===== config.mk =====
export PLATFORM = sky130hd
export DESIGN_NAME = fpu_sequencer_flat
export DESIGN_NICKNAME = d
export VERILOG_FILES = /design/src/rtl/fpu_pkg.sv /design/src/rtl/fpu_sequencer_if.sv /design/src/rtl/fpu_latency_lut.sv /design/src/rtl/fpu_sequencer.sv /design/src/flat_wrapper.sv
export SDC_FILE = /design/constraint.sdc
export NUM_CORES = 1
export LEC_CHECK = 0
export CORE_ASPECT_RATIO = 0.6
export CORE_MARGIN = 4
export CORE_UTILIZATION = 44
export DETAILED_ROUTE_END_ITERATION = 10
export PLACE_DENSITY_LB_ADDON = 0.08
export RECOVER_POWER = 50
export SETUP_SLACK_MARGIN = 0.15
export SLEW_MARGIN = 20
export SYNTH_ARGS = -nofsm -noshare
export SYNTH_HDL_FRONTEND = slang
export SYNTH_SLANG_ARGS = --single-unit

===== constraint.sdc =====
create_clock -name clock -period 2.2 [get_ports clock]
set_input_delay 0.33 -clock clock [delete_from_list [all_inputs] [get_ports clock]]
set_output_delay 0.33 -clock clock [all_outputs]
set_load 0.05 [all_outputs]

===== src/rtl/fpu_pkg.sv =====
// Shared definitions for the FPU issue/completion sequencer.
//   - fpuOp encodings as seen on the EX-stage opcode bus
//   - default per-class latencies (enabled clock edges)
//   - sequencer FSM state encoding
package fpu_pkg;

  localparam logic [3:0] FADD     = 4'd0;
  localparam logic [3:0] FSUB     = 4'd1;
  localparam logic [3:0] FMUL     = 4'd2;
  localparam logic [3:0] FDIV     = 4'd3;
  localparam logic [3:0] FSGNJ    = 4'd4;
  localparam logic [3:0] FMINMAX  = 4'd5;
  localparam logic [3:0] FSQRT    = 4'd6;
  localparam logic [3:0] FCMP     = 4'd7;
  localparam logic [3:0] FCVT_W_S = 4'd8;
  localparam logic [3:0] FCVT_S_W = 4'd9;
  localparam logic [3:0] FMSUB    = 4'd10;
  localparam logic [3:0] FMADD    = 4'd11;
  localparam logic [3:0] FNMADD   = 4'd12;
  localparam logic [3:0] FNMSUB   = 4'd13;

  localparam int LAT_ADD_DEF  = 7;
  localparam int LAT_MUL_DEF  = 5;
  localparam int LAT_DIV_DEF  = 6;
  localparam int LAT_CMP_DEF  = 1;
  localparam int LAT_SQRT_DEF = 16;
  localparam int LAT_CVT_DEF  = 6;
  localparam int CNT_W_DEF    = 5;

  typedef enum logic [1:0] {
    ST_IDLE = 2'd0,
    ST_RUN  = 2'd1,
    ST_DONE = 2'd2
  } seq_state_e;

endpackage


===== src/rtl/fpu_sequencer_if.sv =====
// Pipeline <-> FPU sequencer bundle.
//   master : EX-stage / FPU side (drives req, fpuOp, flush, result_in)
//   slave  : sequencer (drives fpu_sel, fpu_op_hold, stall, busy, done, result_out)
interface fpu_sequencer_if;

  logic        req;
  logic [3:0]  fpuOp;
  logic        flush;
  logic [31:0] result_in;
  logic        fpu_sel;
  logic [3:0]  fpu_op_hold;
  logic        stall;
  logic        busy;
  logic        done;
  logic [31:0] result_out;

  modport master (
    output req, fpuOp, flush, result_in,
    input  fpu_sel, fpu_op_hold, stall, busy, done, result_out
  );

  modport slave (
    input  req, fpuOp, flush, result_in,
    output fpu_sel, fpu_op_hold, stall, busy, done, result_out
  );

endinterface


===== src/rtl/fpu_latency_lut.sv =====
// Combinational fpuOp -> (latency - 1) lookup. Output is the counter preload
// value, so it can also be reused by hazard logic to predict completion.
//   fpu_op_i  : FPU operation code
//   lat_m1_o  : latency minus one, CNT_W bits
module fpu_latency_lut
  import fpu_pkg::*;
#(
  parameter int LAT_ADD  = LAT_ADD_DEF,
  parameter int LAT_MUL  = LAT_MUL_DEF,
  parameter int LAT_DIV  = LAT_DIV_DEF,
  parameter int LAT_CMP  = LAT_CMP_DEF,
  parameter int LAT_SQRT = LAT_SQRT_DEF,
  parameter int LAT_CVT  = LAT_CVT_DEF,
  parameter int CNT_W    = CNT_W_DEF
) (
  input  logic [3:0]       fpu_op_i,
  output logic [CNT_W-1:0] lat_m1_o
);

  int lat;

  always_comb begin
    lat = LAT_CMP;
    case (fpu_op_i)
      FADD, FSUB:                    lat = LAT_ADD;
      FMUL:                          lat = LAT_MUL;
      FDIV:                          lat = LAT_DIV;
      FSGNJ, FMINMAX, FCMP:          lat = LAT_CMP;
      FSQRT:                         lat = LAT_SQRT;
      FCVT_W_S, FCVT_S_W:            lat = LAT_CVT;
      FMSUB, FMADD, FNMADD, FNMSUB:  lat = LAT_MUL + LAT_ADD;
      // undefined codes are treated as single-cycle ops
      default:                       lat = LAT_CMP;
    endcase
    lat_m1_o = CNT_W'(lat - 1);
  end

endmodule


===== src/rtl/fpu_sequencer.sv =====
// Issue/completion controller for the multi-cycle FPU in the EX stage.
// Holds fpu_sel (FPU clock enable, inverse is the FPU async clear) for L+1
// edges, stalls the pipeline for the operation, captures the result and
// pulses done for one cycle.
//   clock : system clock
//   clear : asynchronous active-high reset
//   bus   : fpu_sequencer_if.slave (req/fpuOp/flush/result_in in,
//           fpu_sel/fpu_op_hold/stall/busy/done/result_out out)
//
// state   | meaning
// IDLE    | waiting for req & ~flush; issue cycle drives outputs combinationally
// RUN     | FPU enabled, counter counts L-1 down to 0, result captured at 0
// DONE    | one-cycle done pulse, stall released, req ignored
module fpu_sequencer
  import fpu_pkg::*;
#(
  parameter int LAT_ADD  = LAT_ADD_DEF,
  parameter int LAT_MUL  = LAT_MUL_DEF,
  parameter int LAT_DIV  = LAT_DIV_DEF,
  parameter int LAT_CMP  = LAT_CMP_DEF,
  parameter int LAT_SQRT = LAT_SQRT_DEF,
  parameter int LAT_CVT  = LAT_CVT_DEF,
  parameter int CNT_W    = CNT_W_DEF
) (
  input logic           clock,
  input logic           clear,
  fpu_sequencer_if.slave bus
);

  seq_state_e       state_q, state_d;
  logic [CNT_W-1:0] cnt_q, cnt_d;
  logic [3:0]       op_q, op_d;
  logic [31:0]      result_q, result_d;
  logic [CNT_W-1:0] lat_m1;
  logic             issue;
  logic             run;

  fpu_latency_lut #(
    .LAT_ADD  (LAT_ADD),
    .LAT_MUL  (LAT_MUL),
    .LAT_DIV  (LAT_DIV),
    .LAT_CMP  (LAT_CMP),
    .LAT_SQRT (LAT_SQRT),
    .LAT_CVT  (LAT_CVT),
    .CNT_W    (CNT_W)
  ) u_lut (
    .fpu_op_i (bus.fpuOp),
    .lat_m1_o (lat_m1)
  );

  // clear gates issue so every output reads 0 while reset is held, even
  // if req is still asserted
  assign issue = (state_q == ST_IDLE) & bus.req & ~bus.flush & ~clear;
  assign run   = (state_q == ST_RUN);

  always_comb begin
    state_d  = state_q;
    cnt_d    = cnt_q;
    op_d     = op_q;
    result_d = result_q;
    case (state_q)
      ST_IDLE: begin
        if (issue) begin
          state_d = ST_RUN;
          cnt_d   = lat_m1;
          op_d    = bus.fpuOp;
        end
      end
      ST_RUN: begin
        // flush wins over completion: an aborted op never commits
        if (bus.flush) begin
          state_d = ST_IDLE;
          cnt_d   = '0;
        end else if (cnt_q == '0) begin
          state_d  = ST_DONE;
          result_d = bus.result_in;
        end else begin
          cnt_d = cnt_q - CNT_W'(1);
        end
      end
      ST_DONE: begin
        state_d = ST_IDLE;
      end
      default: begin
        state_d = ST_IDLE;
      end
    endcase
  end

  always_ff @(posedge clock or posedge clear) begin
    if (clear) begin
      state_q  <= ST_IDLE;
      cnt_q    <= '0;
      op_q     <= '0;
      result_q <= '0;
    end else begin
      state_q  <= state_d;
      cnt_q    <= cnt_d;
      op_q     <= op_d;
      result_q <= result_d;
    end
  end

  // issue term lets the FPU see the op on the very first enabled edge
  assign bus.fpu_sel     = run | issue;
  assign bus.stall       = run | issue;
  assign bus.busy        = (state_q != ST_IDLE);
  assign bus.done        = (state_q == ST_DONE);
  assign bus.fpu_op_hold = issue ? bus.fpuOp : op_q;
  assign bus.result_out  = result_q;

endmodule


===== src/flat_wrapper.sv =====
// flat-port wrapper written by rule: the top's interface ports become plain ports
module fpu_sequencer_flat import fpu_pkg::*;
#(
  parameter int LAT_ADD  = LAT_ADD_DEF,
  parameter int LAT_MUL  = LAT_MUL_DEF,
  parameter int LAT_DIV  = LAT_DIV_DEF,
  parameter int LAT_CMP  = LAT_CMP_DEF,
  parameter int LAT_SQRT = LAT_SQRT_DEF,
  parameter int LAT_CVT  = LAT_CVT_DEF,
  parameter int CNT_W    = CNT_W_DEF
)
  (clock, clear, bus_req, bus_fpuOp, bus_flush, bus_result_in, bus_fpu_sel, bus_fpu_op_hold, bus_stall, bus_busy, bus_done, bus_result_out);
  fpu_sequencer_if bus_i ();
  input logic clock;
  input logic clear;
  input wire logic [$bits(bus_i.req)-1:0] bus_req;
  input wire logic [$bits(bus_i.fpuOp)-1:0] bus_fpuOp;
  input wire logic [$bits(bus_i.flush)-1:0] bus_flush;
  input wire logic [$bits(bus_i.result_in)-1:0] bus_result_in;
  output wire logic [$bits(bus_i.fpu_sel)-1:0] bus_fpu_sel;
  output wire logic [$bits(bus_i.fpu_op_hold)-1:0] bus_fpu_op_hold;
  output wire logic [$bits(bus_i.stall)-1:0] bus_stall;
  output wire logic [$bits(bus_i.busy)-1:0] bus_busy;
  output wire logic [$bits(bus_i.done)-1:0] bus_done;
  output wire logic [$bits(bus_i.result_out)-1:0] bus_result_out;
  assign bus_i.req = bus_req;
  assign bus_i.fpuOp = bus_fpuOp;
  assign bus_i.flush = bus_flush;
  assign bus_i.result_in = bus_result_in;
  assign bus_fpu_sel = bus_i.fpu_sel;
  assign bus_fpu_op_hold = bus_i.fpu_op_hold;
  assign bus_stall = bus_i.stall;
  assign bus_busy = bus_i.busy;
  assign bus_done = bus_i.done;
  assign bus_result_out = bus_i.result_out;
  fpu_sequencer #(.LAT_ADD(LAT_ADD), .LAT_MUL(LAT_MUL), .LAT_DIV(LAT_DIV), .LAT_CMP(LAT_CMP), .LAT_SQRT(LAT_SQRT), .LAT_CVT(LAT_CVT), .CNT_W(CNT_W)) u_core (.clock(clock), .clear(clear), .bus(bus_i));
endmodule

== Word level (Yosys, flattened, before mapping) ==
Memory sizes are Yosys's and may differ from the RTL's.
Index checks and enable logic that the tools add are counted.

* Output and inout bits: 40
* Bits of input ports: 40
* Memories: 1
* Memory bits (read-only): 80
* Bits in registers: 43

* Equal/unequal tests: 5
* Mux-type cells: 9
* Bitwise gates (word level): 6
* Reductions and logical operators: 7
* Add/sub/neg operators: 2

{| class="wikitable"
|+ Memories
! name !! depth !! bits a word !! read ports !! clocked after Yosys merged registers in !! write ports !! line !! RTL
|-
| (no name shown) || 16 || 5 || 1 || 0 || 0 || fpu_latency_lut.sv:24 || <nowiki>case (fpu_op_i)</nowiki>
|}

{| class="wikitable"
|+ Operators with widths
! kind !! count
|-
| $mux W5 || 3
|-
| $pmux W5 S2 || 1
|-
| $mux W2 || 3
|-
| $ne A3 B3 Y1 const B || 2
|-
| $reduce_and A3 Y1 || 2
|-
| $logic_not A5 Y1 || 1
|-
| $sub A5 B1 Y5 const B || 1
|-
| $sub A5 B2 Y5 const B || 1
|-
| $mux W4 || 1
|-
| $pmux W2 S2 || 1
|-
| $reduce_bool A2 Y1 || 2
|-
| $and A1 B1 Y1 || 3
|-
| $eq A2 B1 Y1 const B || 1
|-
| $eq A2 B2 Y1 const B || 1
|-
| $logic_not A2 Y1 || 1
|-
| $ne A2 B1 Y1 const B || 1
|-
| $not A1 Y1 || 2
|-
| $reduce_and A2 Y1 || 1
|-
| $or A1 B1 Y1 || 1
|}

== Depth between registers and ports, before layout ==
* Depth after elaboration: 6
* Gate-level depth with buffers: 8
* Gate-level depth less buffers: 8

== Cells and area by module ==
Synthesis repeated with hierarchy kept, for this count alone.

* Cells, all modules: 148
* Area total of the unflattened synthesis: 2129.5 sq um

{| class="wikitable"
|+ Modules (own cells, without submodules)
! module !! times used !! area an instance (sq um) !! sequential area each (sq um) !! cells an instance
|-
| fpu_sequencer || 1 || 1985.7 || 1076.0 || 128
|-
| fpu_latency_lut || 1 || 143.9 || 0.0 || 20
|}

== Worst setup path after synthesis ==
No wires, ideal clock.

* Kind: register to output
* Start point: reg u_core.state_q[1]
* End point: out bus_fpu_op_hold[1]
* Cell stages (with the launch flop): 5
* Slack: -0.551 ns
* Arrival: 2.421 ns
* Path through: dfrtp_1 > or2_2 > or2_4 > buf_2 > o21ai_0

* Longest elaborated chain between the ends: 5

{| class="wikitable"
|+ Ends and longest elaborated chain
! what !! line !! RTL
|-
| from (decl) || fpu_sequencer.sv:30 || <nowiki>seq_state_e state_q, state_d;</nowiki>
|-
| from (signal assigned) || fpu_sequencer.sv:97 || <nowiki>state_q <= state_d;</nowiki>
|-
| $logic_not A2 Y1 || fpu_sequencer.sv:53 || <nowiki>assign issue = (state_q == ST_IDLE) & bus.req & ~bus.flush & ~clear;</nowiki>
|-
| $and A1 B1 Y1 (3 in series) || fpu_sequencer.sv:53 ||
|-
| $mux W4 || n/a ||
|-
| to (decl) || flat_wrapper.sv:21 || <nowiki>output wire logic [$bits(bus_i.fpu_op_hold)-1:0] bus_fpu_op_hold;</nowiki>
|}

No other way between the ends.

== Worst setup path after layout ==
* Start point: in clear
* End point: out bus_fpu_op_hold[3]

* Longest elaborated chain between the ends: 3

{| class="wikitable"
|+ Ends and longest elaborated chain
! what !! line !! RTL
|-
| from (decl) || flat_wrapper.sv:15 || <nowiki>input logic clear;</nowiki>
|-
| $not A1 Y1 || fpu_sequencer.sv:53 ||
|-
| $and A1 B1 Y1 || fpu_sequencer.sv:53 ||
|-
| $mux W4 || n/a ||
|}

No other way between the ends.

==> flow_summary.json <==
{
  "synth_xor_area_frac": 0.01269,
  "avgViaCountPerCell": 4.842,
  "synth-async-reset-ratio": 1.000,
  "fin_nets": 291,
  "pwr-share-comb": 0.545,
  "final_cell_mix": "clkdlybuf4s50_1, dfrtp_1, mux2_4",
  "leakagePower_nw": 1.577,
  "min-delay-path-class": "in -> async",
  "crit_required_ns": 1.87,
  "coreArea_um2": 4564,
  "max_stage_delay_ns": 0.41,
  "fillerInstances": 322,
  "area_growth_pct": 55.77,
  "worstReg2RegEnd": "u_core.cnt_q[3]",
  "initial_core_util": 0.4537,
  "layout_commonest_cell": "clkdlybuf4s50_1",
  "yosysTopAreaCell": "dfrtp_1",
  "grt_max_degree": 34,
  "h-tree-depth": 2,
  "power.switching_mw": 1.603,
  "worstSetupEndpointType": "output pin",
  "wl_per_cell_um": 16.33,
  "track_usage": 0.1830,
  "crit_path_start_kind": "input port",
  "avgSynthCellArea_um2": 13.99,
  "yosys_warnings": 0,
  "rr_startpoint": "u_core.cnt_q[0]",
  "finalHoldViolCount": 0,
  "critPathSlowestCell": "or3b_1",
  "drc": 0,
  "diodes": 0,
  "num_vias": 1501,
  "synth_compound_area_frac": 0.08399,
  "drive_gt1_frac": 0.3158,
  "fmax_mhz": 482.1,
  "min_period_ns": 2.074,
  "fin_skew_ns": 0.002772,
  "synth_seq_cells": 43,
  "r2r.worst_path.cells": 6,
  "clock_latency_ns": 0.28,
  "yosys.area_share.simple": 0.07855,
  "first_iter_violations": 41,
  "drv_cap": 0,
  "postCtsHoldBufs": 0,
  "whs_ns": 0.2298,
  "synth_top_family_by_area": "multiplexers",
  "clk_pin_slew_ns": 0.08,
  "crit_top_cell": "buf_12",
  "outcome": "complete, no violations",
  "clkPwrFrac": 0.135,
  "path_cells": "clkdlybuf4s25_1 -> or3b_1 -> or2_4 -> buf_12 -> o21ai_4 -> buf_12",
  "die_width_um": 96.57,
  "postRouteAntennaNets": 0,
  "synth_cells": 148,
  "path_class": "in -> out",
  "cts_buffer_depth": 2,
  "synthMuxAreaShare": 0.2423,
  "dominantRegCellSynth": "dfrtp_1",
  "swShare": 0.4265,
  "max_slew_margin": 0.4461,
  "worstMarginPinSlew_ns": 0.8309,
  "grt_antenna_before_repair": 0,
  "power_density_nw_per_um2": 1165,
  "wl_um": 5063,
  "rows": 19,
  "worst_slack_ns": 0.1258,
  "synth_edf_count": 0,
  "io_pins": 80,
  "intPower_mw": 2.155,
  "synthDistinctLibCells": 34,
  "routabilityCongestion": 0.7440,
  "pwr-share-seq": 0.320,
  "clock-sinks": 43,
  "ir_worst_vdd_mv": 0.7638,
  "setup_violations": 0,
  "place_ws_ns": -0.07041,
  "dr.pass1.iters": 4,
  "post-dp-hpwl_um": 3708,
  "ys_seq_area_frac": 0.5196,
  "synth_area_leaders": "dfrtp_1, mux2_4, mux2_2",
  "die_y_um": 61.14,
  "syn_area_um2": 2071,
  "port_buffers": 79,
  "clockRootBuffer": "clkbuf_8",
  "synth_fa_ha_area_frac": 0.02417,
  "r2r_slack_ns": 0.29,
  "drv_slew": 0,
  "grt_pass1_vias": 1605,
  "arrival_ns": 1.74,
  "fin_crit_sh": 0.9428,
  "grt_setup_unrepaired": "yes",
  "grt_pass1_wl_um": 8052,
  "cts_tree": "built",
  "mappedNetlistNets": 192,
  "critPathMaxFanout": 6,
  "cts_made_buffers": 5,
  "fin_setup_tns_ns": 0,
  "synth_top_area_frac": 0.5196,
  "grt-ovfl-total": 0,
  "dieArea_um2": 5904
}
[cell usage after synthesis (all sizes together), types with 2 or more instances]
library cell and n:
nor3 2, xnor2 2, mux2 34, a22o 2, o22ai 4, dfrtp 43
or2 2, inv 8, a31oi 2, ha 4, nor2b 4, or3b 2
buf 5, nand2 7, nand2b 2, o21ai 14
[worst max path at each step]
stage | from | endpoint | slack (ns)
after floorplan | u_core.state_q[1] | bus_fpu_op_hold[1] | 0.07
after detailed placement | bus_fpuOp[1] | u_core.cnt_q[2] | -0.07
final | clear | bus_fpu_op_hold[3] | 0.13
after global routing | clear | bus_fpu_op_hold[3] | 0.07
after global placement | bus_req | bus_fpu_op_hold[3] | 0.006
after CTS | u_core.state_q[1] | bus_fpu_op_hold[1] | 0.14
[power groups by stage]
| stage | clock [mW] | combinational, mW | sequential [mW] |
|---|---|---|---|
| 2_1_floorplan | 0 | 0.633 | 1.92 |
| 3_3_place_gp | 0 | 2.04 | 1.21 |
| 3_5_place_dp | 0 | 2.07 | 1.22 |
| 4_1_cts | 0.517 | 2.11 | 1.21 |
| 5_1_grt | 0.557 | 2.14 | 1.24 |
| 6_report | 0.507 | 2.05 | 1.20 |
[state kept, by name, summed over array words and instances, names as in the netlist]
name / cells
u_core.bus.result_out: 32
u_core.op_q: 4
u_core.state_q: 2
u_core.cnt_q: 5
[what timing repair did]
item                       4_1_cts  5_1_grt
setup endpoints to repair        8        7
gates resized for setup         13        7
cloned                           1        0
setup buffers                    5        1
pin swaps                        2        5
hold endpoints to repair         0        0
[critical path: cells and delay by family]
family                 cells  cell delay (ns)
AND/OR/NAND/NOR            2             0.70
buffers and inverters      3             0.54
AO/OA/AOI/OAI              1             0.17
[per-stage QoR]
step | area, um^2 | utilization | power (mW) | cells
floorplan | 2086 | - | 2.553 | 148
global placement | 3093 | 0.6776 | 3.248 | 296
detailed placement | 3093 | 0.6776 | 3.294 | 296
CTS | 3284 | 0.7196 | 3.846 | 309
global route | 3226 | 0.7067 | 3.939 | 310
finish | 3226 | 0.7067 | 3.757 | 310
[kinds of logic after synthesis]
group | after synthesis
flops | 43
compound gates | 26
buf+inv | 14
fa+ha+maj | 4
simple gates | 23
xor+xnor | 3
mux | 35
[per-layer routing]
layer | share of wire | track usage | routed length [um] | vias to the layer above
li1 | - | - | - | 724
met1 | 0.44 | 0.2386 | 2232 | 723
met2 | 0.49 | 0.3127 | 2459 | 50
met3 | 0.062 | 0.04274 | 315 | 4
met4 | 0.011 | 0.04790 | 55 | 0
met5 | 0 | 0 | 0 | -
[layout make-up]
class	count	area (um^2)	share of cell area
Clock inverter	1	5.005	0.001552
Timing Repair Buffer	98	1006	0.3119
Clock buffer	6	82.58	0.02560
Multi-Input combinational cell	91	945.9	0.2933
Sequential cell	43	1077	0.3340
Tap cell	63	78.83	0.02444
Inverter	8	30.03	0.009310
Power figures use the tool's default switching activity.
